`src/rtl/mem_access_stage.sv`:
```
// mem_access_stage: pipeline MEM stage between the EX/MEM register and a
// word-wide data memory. Byte-addressed loads/stores become word accesses.
// Sub-word loads are extracted and extended from the read word. Byte and
// half stores run as a two-cycle read-modify-write (IDLE read, MERGE write)
// and stall upstream during the read cycle.
// Optional feature macro: MISALIGN_TRAP_EN (trap misaligned half/word
// accesses instead of aligning them down).
module mem_access_stage #(
  parameter int ADDR_W = 10,
  parameter int DATA_W = 32   // only 32 is supported
) (
  input  logic              clk,
  input  logic              reset,
  input  logic              in_valid,
  input  logic              in_load,
  input  logic              in_store,
  input  logic [1:0]        in_size,
  input  logic              in_unsigned,
  input  logic [31:0]       in_addr,
  input  logic [DATA_W-1:0] in_wdata,
  input  logic [DATA_W-1:0] in_alu_result,
  input  logic [4:0]        in_rd,
  input  logic              in_regwrite,
  output logic              stall,
  output logic              mem_read,
  output logic              mem_write,
  output logic [ADDR_W-1:0] mem_addr,
  output logic [DATA_W-1:0] mem_din,
  input  logic [DATA_W-1:0] mem_dout,
  output logic              wb_valid,
  output logic [4:0]        wb_rd,
  output logic              wb_regwrite,
  output logic [DATA_W-1:0] wb_data,
  output logic              misalign_err
);

  typedef enum logic {IDLE, MERGE} state_t;

  state_t            state_q;
  logic [DATA_W-1:0] old_q;
  logic              wb_valid_q;
  logic [4:0]        wb_rd_q;
  logic              wb_regwrite_q;
  logic [DATA_W-1:0] wb_data_q;
  logic              err_q;

  logic              is_load;
  logic              is_store;
  logic              size_half;
  logic              size_word;
  logic              sub_store;
  logic              misaligned;
  logic              idle;
  logic [1:0]        lane;
  logic [7:0]        byte_sel;
  logic [15:0]       half_sel;
  logic [DATA_W-1:0] load_ext;
  logic [DATA_W-1:0] merged;
  logic              unused_addr_hi;

  // Address bits above the memory range only wrap; they are deliberately ignored.
  assign unused_addr_hi = ^in_addr[31:ADDR_W+2];

  // Request decode: store wins over load, nothing happens without in_valid.
  always_comb begin
    is_store  = in_valid & in_store;
    is_load   = in_valid & in_load & ~in_store;
    size_word = in_size[1];
    size_half = (in_size == 2'b01);
    sub_store = is_store & ~size_word;
    idle      = (state_q == IDLE);
  end

`ifdef MISALIGN_TRAP_EN
  // Misaligned half/word accesses are trapped and never reach memory.
  assign misaligned = (is_load | is_store) &
                      ((size_half & in_addr[0]) | (size_word & (in_addr[1:0] != 2'b00)));
`else
  // Misaligned accesses are silently aligned down through the lane select.
  assign misaligned = 1'b0;
`endif

  // Lane offset inside the word, with the offending low bits forced to zero.
  always_comb begin
    lane = in_addr[1:0];
    if (size_word) begin
      lane = 2'b00;
    end else if (size_half) begin
      lane = {in_addr[1], 1'b0};
    end
  end

  // Little-endian lane extraction and sign/zero extension of load data.
  always_comb begin
    byte_sel = mem_dout[{lane, 3'b000} +: 8];
    half_sel = mem_dout[{lane[1], 4'b0000} +: 16];
    if (size_word) begin
      load_ext = mem_dout;
    end else if (size_half) begin
      load_ext = {{16{~in_unsigned & half_sel[15]}}, half_sel};
    end else begin
      load_ext = {{24{~in_unsigned & byte_sel[7]}}, byte_sel};
    end
  end

  // Replace the selected lane of the captured word with the store data.
  always_comb begin
    merged = old_q;
    if (size_half) begin
      merged[{lane[1], 4'b0000} +: 16] = in_wdata[15:0];
    end else begin
      merged[{lane, 3'b000} +: 8] = in_wdata[7:0];
    end
  end

  // Memory strobes follow the held request; reset suppresses every strobe,
  // which also drops a pending MERGE write.
  always_comb begin
    mem_read  = ~reset & idle & ~misaligned & (is_load | sub_store);
    mem_write = ~reset & ((idle & ~misaligned & is_store & size_word) | (~idle & in_valid));
    stall     = ~reset & idle & ~misaligned & sub_store;
    mem_addr  = in_addr[ADDR_W+1:2];
    mem_din   = idle ? in_wdata : merged;
  end

  // RMW state machine and registered MEM/WB slot.
  always_ff @(posedge clk) begin
    if (reset) begin
      state_q       <= IDLE;
      old_q         <= '0;
      wb_valid_q    <= 1'b0;
      wb_rd_q       <= 5'd0;
      wb_regwrite_q <= 1'b0;
      wb_data_q     <= '0;
      err_q         <= 1'b0;
    end else begin
      err_q <= 1'b0;
      case (state_q)
        IDLE: begin
          wb_rd_q <= in_rd;
          if (misaligned) begin
            wb_valid_q    <= 1'b1;
            wb_regwrite_q <= 1'b0;
            wb_data_q     <= in_addr;
            err_q         <= 1'b1;
          end else if (sub_store) begin
            // Read half of the RMW: the slot stays empty until the write.
            old_q         <= mem_dout;
            state_q       <= MERGE;
            wb_valid_q    <= 1'b0;
            wb_regwrite_q <= 1'b0;
          end else if (is_store) begin
            wb_valid_q    <= 1'b1;
            wb_regwrite_q <= 1'b0;
            wb_data_q     <= in_alu_result;
          end else if (is_load) begin
            wb_valid_q    <= 1'b1;
            wb_regwrite_q <= in_regwrite;
            wb_data_q     <= load_ext;
          end else begin
            wb_valid_q    <= in_valid;
            wb_regwrite_q <= in_regwrite;
            wb_data_q     <= in_alu_result;
          end
        end
        MERGE: begin
          state_q       <= IDLE;
          wb_valid_q    <= 1'b1;
          wb_rd_q       <= in_rd;
          wb_regwrite_q <= 1'b0;
          wb_data_q     <= in_alu_result;
        end
        default: state_q <= IDLE;
      endcase
    end
  end

  assign wb_valid     = wb_valid_q;
  assign wb_rd        = wb_rd_q;
  assign wb_regwrite  = wb_regwrite_q;
  assign wb_data      = wb_data_q;
  assign misalign_err = err_q;

endmodule

```
`config.mk`:
```
export PLATFORM = sky130hd
export DESIGN_NAME = mem_access_stage
export DESIGN_NICKNAME = d
export VERILOG_FILES = /design/src/rtl/mem_access_stage.sv
export SDC_FILE = /design/constraint.sdc
export NUM_CORES = 1
export LEC_CHECK = 0
export ABC_CLOCK_PERIOD_IN_PS = 6000
export CAP_MARGIN = 20
export CORE_ASPECT_RATIO = 0.6
export CORE_MARGIN = 4
export CORE_UTILIZATION = 37
export DETAILED_ROUTE_END_ITERATION = 8
export HOLD_SLACK_MARGIN = 0.05
export MAX_ROUTING_LAYER = met4
export PLACE_DENSITY = 0.73
export SLEW_MARGIN = 20
export SYNTH_ARGS = -nofsm -noshare
export SYNTH_HDL_FRONTEND = slang
export SYNTH_SLANG_ARGS = --single-unit
```
`constraint.sdc`:
```
create_clock -name clk -period 6 [get_ports clk]
set_input_delay 1.5 -clock clk [delete_from_list [all_inputs] [get_ports clk]]
set_output_delay 1.5 -clock clk [all_outputs]
set_load 0.02 [all_outputs]
```
==> results of run 1 <==
-- registers in the layout, summed over array words and instances (netlist names) --
signal	flops
old_q	32
wb_data	32
wb_rd	5
state_q	1
wb_regwrite	1
wb_valid	1
-- logic make-up (layout without fill, tap and decap cells) --
| group | after synthesis | after routing | synth area share |
|---|---|---|---|
| simple gates | 243 | 243 | 0.240 |
| compound gates | 219 | 219 | 0.309 |
| mux | 20 | 20 | 0.0512 |
| fa+ha+maj | 3 | 3 | 0.00780 |
| other cells | 1 | 1 | 0.000779 |
| flops | 72 | 72 | 0.299 |
| buf+inv | 89 | 246 | 0.0918 |
-- cells in the final DEF, fill, tap and decap left out, types with 2 or more instances in the layout --
master,Yosys,layout
a22oi_1,3,3
inv_1,23,23
a221oi_1,19,19
nor2b_1,8,8
o22ai_1,19,19
and2_1,2,2
a21oi_2,11,11
o22a_1,7,7
ha_1,3,3
a311oi_2,2,2
nor2_1,26,26
clkinv_2,0,3
mux2_2,17,17
mux4_2,2,2
a31oi_1,3,3
a21o_1,2,2
dfxtp_1,72,72
a211oi_1,11,11
a21oi_1,86,86
o21ai_0,18,18
buf_2,17,2
nor3_2,2,2
buf_4,18,20
o21ai_1,2,2
a311oi_1,2,2
nand2_1,125,125
nand3_1,40,40
nand2b_1,25,25
nor2_2,3,3
o31ai_1,2,2
clkbuf_16,0,9
clkdlybuf4s50_1,0,183
a211o_1,3,3
bufinv_16,0,2
a22o_1,24,24
nor3b_1,2,2
-- layout make-up --
cell class	instances	share of cell area
clock buffer	10	0.0342
multi-input combinational	486	0.420
timing repair buffer	205	0.285
sequential	72	0.206
inverter	25	0.0138
clock inverter	6	0.0118
tap	165	0.0295
-- power by group --
group	internal, W	total [W]	switching [W]	leakage, nW
registers	0.000506	0.000522	0.0000168	0.592
logic	0.000195	0.000403	0.000208	1.85
clock network	0.000373	0.000583	0.000210	0.158
-- per-stage QoR --
step / total power, W / hold slack [ns] / instance area [sq um] / worst slack [ns] / std cells
after detailed placement: 0.000931 / 0.447 / 6670 / 0.351 / 953
after CTS: 0.00151 / 0.458 / 6990 / 0.350 / 969
after global placement: 0.000926 / 0.442 / 6670 / 0.384 / 953
after global routing: 0.00157 / 0.479 / 6990 / 0.145 / 969
after floorplan: 0.000741 / 0.436 / 4810 / 1.23 / 647
final: 0.00151 / 0.457 / 6990 / 0.315 / 969
-- cells in the mapped netlist, types with 3 or more instances --
cell type / count
ha_1: 3
a21oi_2: 11
a21oi_1: 86
nand2b_1: 25
buf_2: 17
dfxtp_1: 72
inv_1: 23
a211o_1: 3
buf_4: 18
a211oi_1: 11
nand3_1: 40
nand2_1: 125
o22a_1: 7
nor2_1: 26
nor2_2: 3
a221oi_1: 19
o22ai_1: 19
nor2b_1: 8
o21ai_0: 18
a22o_1: 24
a22oi_1: 3
clkbuf_1: 24
mux2_2: 17
a31oi_1: 3
-- worst max path at each step --
stage | from | end | slack [ns] | cells past startpoint
after floorplan | in_size[0] | mem_din[24] | 1.23 | 8
after global placement | in_size[0] | mem_din[28] | 0.38 | 9
after detailed placement | in_size[0] | mem_din[25] | 0.35 | 9
after CTS | in_size[0] | mem_din[27] | 0.35 | 9
after global routing | in_size[0] | mem_din[27] | 0.15 | 9
final | in_size[0] | mem_din[27] | 0.32 | 9
-- critical path, delay by kind of cell --
kind | cells | cell delay [ns]
simple gates | 3 | 0.85
fa+ha+maj | 1 | 0.35
buf+inv | 3 | 1.15
compound gates | 2 | 0.33
-- layer usage --
metal,wire length [um],track usage,part of all wire,vias to the layer above
met2,7820,0.346,0.42,267
met3,1780,0.0791,0.095,11
met1,8940,0.347,0.48,2585
met5,0,-,0,-
li1,-,-,-,2600
met4,119,0.0473,0.0064,0
==> flow_summary.ini, run 1 <==
[drt]
vias = 5463
dr.pass1.iters = 5
drtIter0Drc = 345
drt_wl_total_mm = 18.7
wl_per_cell_um = 19.2
drc = 0
viasPerCell = 5.64
antenna_left = 0

[grt]
grt_max_degree = 59
antenna_found_initial = 0
grt_pass1_vias = 5194
grt_pass1_wl_mm = 28.1
grt_overflow = 0
grt.total_usage = 0.247

[finish]
ff_latch_area_sq_um = 1440
area_growth_syn_to_layout_pct = 45.3
num-fill-cells = 1142
drive_gt1_frac = 0.107
fin_nets = 944
postLayoutCoreUtil = 0.565
n_antenna_cell = 0
multi_input_area_sq_um = 2940

[cts]
numCtsBuffers = 9
clock_latency_ns = 0.34
cts_resized = 0
cts_num_sinks = 72
postCtsSetupRepairBufs = 0
htreeDepth = 3
hold_buffers = 0
cts_tree = done
cts-root-buf = clkbuf_16
cts.clk_slew.worst_paths_ns = 0.06
cts_buffer_depth = 2

[worst_setup_path]
timing.rr.start = state_q$_SDFF_PN0_
r2r-end = wb_data[30]$_SDFFE_PP0N_
cp-end-kind = output port
cp_cell_sequence = clkdlybuf4s50_1 -> nand2b_1 -> nor2_4 -> inv_1 -> ha_1 -> nor4_4 -> a221oi_1 -> o22ai_1 -> clkdlybuf4s50_1
worstSetupPathType = in2out
max_stage_delay_ns = 0.64
crit_top_cell = clkdlybuf4s50_1
slowest_stage = clkdlybuf4s50_1
rrSetupSlack_ns = 3.30
worstPathArrival_ns = 4.18
cp_max_fo = 8
critPathLaunchType = input pin
crit_required_ns = 4.50
reg2reg_depth = 4

[timing]
clock-skew-final_ns = 0.00376
fin_setup_tns_ns = 0
max_freq_ghz = 0.176
min_period_over_period = 0.947
fin_crit_ns = 5.68
max_slew_margin = 0.346
final_max_slew_viol_count = 0
worst-slew-pin-transition_ns = 0.980
rsz0062_at_grt = false
setup_viol = 0
hold_viol_final = 0

[yosys]
synth_flop_cell = dfxtp_1
synthesis.nets = 792
postSynthAreaPerCell_sq_um = 7.44
synth-warning-count = 0
yosysUniqueCellTypes = 54
syn_area_sq_um = 4810
syn_inst = 647
synth-async-reset-ratio = 0
yosysTopAreaCell = dfxtp_1
synth_area_leaders = dfxtp_1 30%, nand2_1 9.7%, a21oi_1 8.9%
ys_seq_area_frac = 0.299
synth_edf_count = 0
synth_top_area_frac = 0.299
ys_seq_elements = 72

[place]
place_congestion = 0.964
dp_hpwl_mm = 14.2
port_buffers = 185

[floorplanning]
die_area_sq_um = 15000
initial_core_util = 0.389
fp.dieH_um = 96.4
ios = 227
core-area_sq_um = 12400
num_rows = 31
die_x_um = 155

[power]
ir_worst_vdd_v = 0.000128
p_leak_nw = 2.60
cellPowerDensity_nw_per_um2 = 216

[min_path]
hp-start = wb_data[6]$_SDFFE_PP0N_
hold_path_depth = 2
hold_end = wb_data[6]$_SDFFE_PP0N_
min_path_type = reg2reg

[run_status]
outcome = complete, no violations

[flow_run]
maxCapViolCount = 0
Power figures use the tool's default switching activity.
==> run 2: changes to the inputs <==
Settings changed: CORE_UTILIZATION 37 to 45, GPL_ROUTABILITY_DRIVEN set to 0, PLACE_DENSITY 0.73 to 0.87.
==> run 2 against run 1 <==
Clock power fell by 8.1%. Setup slack lost 0.18 ns. Sequential cell count unchanged. Sequential power hardly changed. Sequential share of layout area is 0.15 points higher. First-iteration DRC count grew 100%. Non-clock buffer count down 1. Clock skew rose by 0.0038 ns. Critical path depth increased by 3. Global-route usage is 5.6 points higher. Die area fell by 17%. Critical path type unchanged. Critical endpoint is now mem_din[23]. Largest cell class unchanged. Largest power group unchanged.
==> flow_summary.ini, run 2 (synthesis results as in run 1) <==
[drt]
drc = 0
dr.pass1.iters = 5
antenna_left = 0
viasPerCell = 6.07
wl_per_cell_um = 20.0
vias = 5689
drtIter0Drc = 697
drt_wl_total_mm = 18.8

[floorplanning]
core-area_sq_um = 10100
fp.dieH_um = 88.1
die_area_sq_um = 12500
initial_core_util = 0.475
num_rows = 28
ios = 227
die_x_um = 142

[worst_setup_path]
worstPathArrival_ns = 4.37
timing.rr.start = state_q$_SDFF_PN0_
cp_max_fo = 6
rrSetupSlack_ns = 3.11
worstSetupPathType = in2out
worst-path-stages = 12
path_buf_inv = 4
critPathLaunch = in_addr[0]
reg2reg_depth = 6
cp-end-kind = output port
slowest_stage = clkdlybuf4s50_1
crit_top_cell = clkdlybuf4s50_1
max_stage_delay_ns = 0.66
crit_end = mem_din[23]
r2r-end = wb_data[29]$_SDFFE_PP0N_
critPathLaunchType = input pin
crit_required_ns = 4.50
crit_family = buffers and inverters
cp_cell_sequence = clkdlybuf4s50_1 -> nand2b_1 -> nor2_4 -> inv_1 -> ha_1 -> nor2_1 -> nand2_1 -> nor3_4 -> buf_4 -> a221oi_1 -> o22ai_1 -> clkdlybuf4s50_1

[power]
ir_worst_vdd_v = 0.000147
p_leak_nw = 2.60
cellPowerDensity_nw_per_um2 = 211

[cts]
cts_buffer_depth = 2
cts_num_sinks = 72
htreeDepth = 3
cts_tree = done
clock_latency_ns = 0.34
cts-root-buf = clkbuf_16
hold_buffers = 0
numCtsBuffers = 9
cts.clk_slew.worst_paths_ns = 0.05

[flow_run]
maxCapViolCount = 0

[place]
dp_hpwl_mm = 14.1
port_buffers = 185
placed_cell_area_sq_um = 6600

[grt]
grt.total_usage = 0.302
grt_pass1_wl_mm = 28.7
grt_pass1_vias = 5436
grt_overflow = 0
grt_max_degree = 61
antenna_found_initial = 0

[min_path]
min_path_type = reg2reg
hp-start = old_q[0]$_SDFFE_PP0P_

[finish]
area_growth_syn_to_layout_pct = 44.2
num-fill-cells = 807
multi_input_area_sq_um = 2950
ff_latch_area_sq_um = 1440
final_cell_mix = 182 x clkdlybuf4s50_1, 125 x nand2_1, 86 x a21oi_1, 72 x dfxtp_1, 40 x nand3_1
fin_nets = 943
final_common_cell = clkdlybuf4s50_1
drive_gt1_frac = 0.106
stdcell_area_sq_um = 6940
n_antenna_cell = 0

[run_status]
outcome = complete, no violations

[timing]
whs_ns = 0.456
max_freq_ghz = 0.170
min_period_over_period = 0.978
final_max_slew_viol_count = 0
max_slew_margin = 0.320
worst-slew-pin-transition_ns = 1.02
clock-skew-final_ns = 0.00758
fin_crit_ns = 5.87
hold_viol_final = 0
setup_viol = 0
[run 2: report_power, final]
group | leakage (nW) | switching, W | internal, W
combinational | 1.86 | 0.000212 | 0.000194
sequential | 0.592 | 0.0000178 | 0.000506
clock | 0.152 | 0.000205 | 0.000331
[run 2: repair_timing]
item / 4_1_cts / 5_1_grt
endpoints found under the setup margin: 8 / 24
buffers inserted: 0 / 4
gates resized for setup: 1 / 2
pin swaps: 0 / 4
[run 2: cell type report]
type	instances	share of cell area
clock buffers	10	0.0344
clock inverters	6	0.00847
inverters	25	0.0139
multi-input cells	486	0.425
flip-flops and latches	72	0.208
well taps	135	0.0243
repair buffers	204	0.286
[run 2: through the flow]
step,util,worst slack (ns),TNS [ns],std cells,power [W]
global placement,0.652,0.151,0,918,0.000920
global route,0.686,-0.0190,-0.0239,938,0.00152
finish,0.686,0.134,0,938,0.00147
detailed placement,0.652,-0.0443,-0.0806,918,0.000930
floorplan,-,1.23,0,647,0.000741
CTS,0.682,0.0405,0,934,0.00146
[run 2: how the worst min path moves through the flow]
stage	endpoint	slack, ns	cells past startpoint
after floorplan	old_q[0]$_SDFFE_PP0P_	0.44	2
after global placement	wb_data[6]$_SDFFE_PP0N_	0.45	2
after detailed placement	old_q[0]$_SDFFE_PP0P_	0.45	2
after CTS	old_q[0]$_SDFFE_PP0P_	0.45	2
after global routing	wb_data[6]$_SDFFE_PP0N_	0.48	2
final	old_q[0]$_SDFFE_PP0P_	0.46	2
[run 2: layer usage]
metal	wire [um]	global-route usage	vias to the layer above
met5	0	-	-
met1	7670	0.389	2660
li1	-	-	2598
met2	8280	0.454	395
met3	2550	0.0977	36
met4	306	0.0941	0
[run 2: tightest hold or removal path, delay by kind of cell, from the launching register on]
| kind | cells | cell delay (ns) |
|---|---|---|
| simple gates | 1 | 0.05 |
| flops | 1 | 0.30 |
| compound gates | 1 | 0.05 |
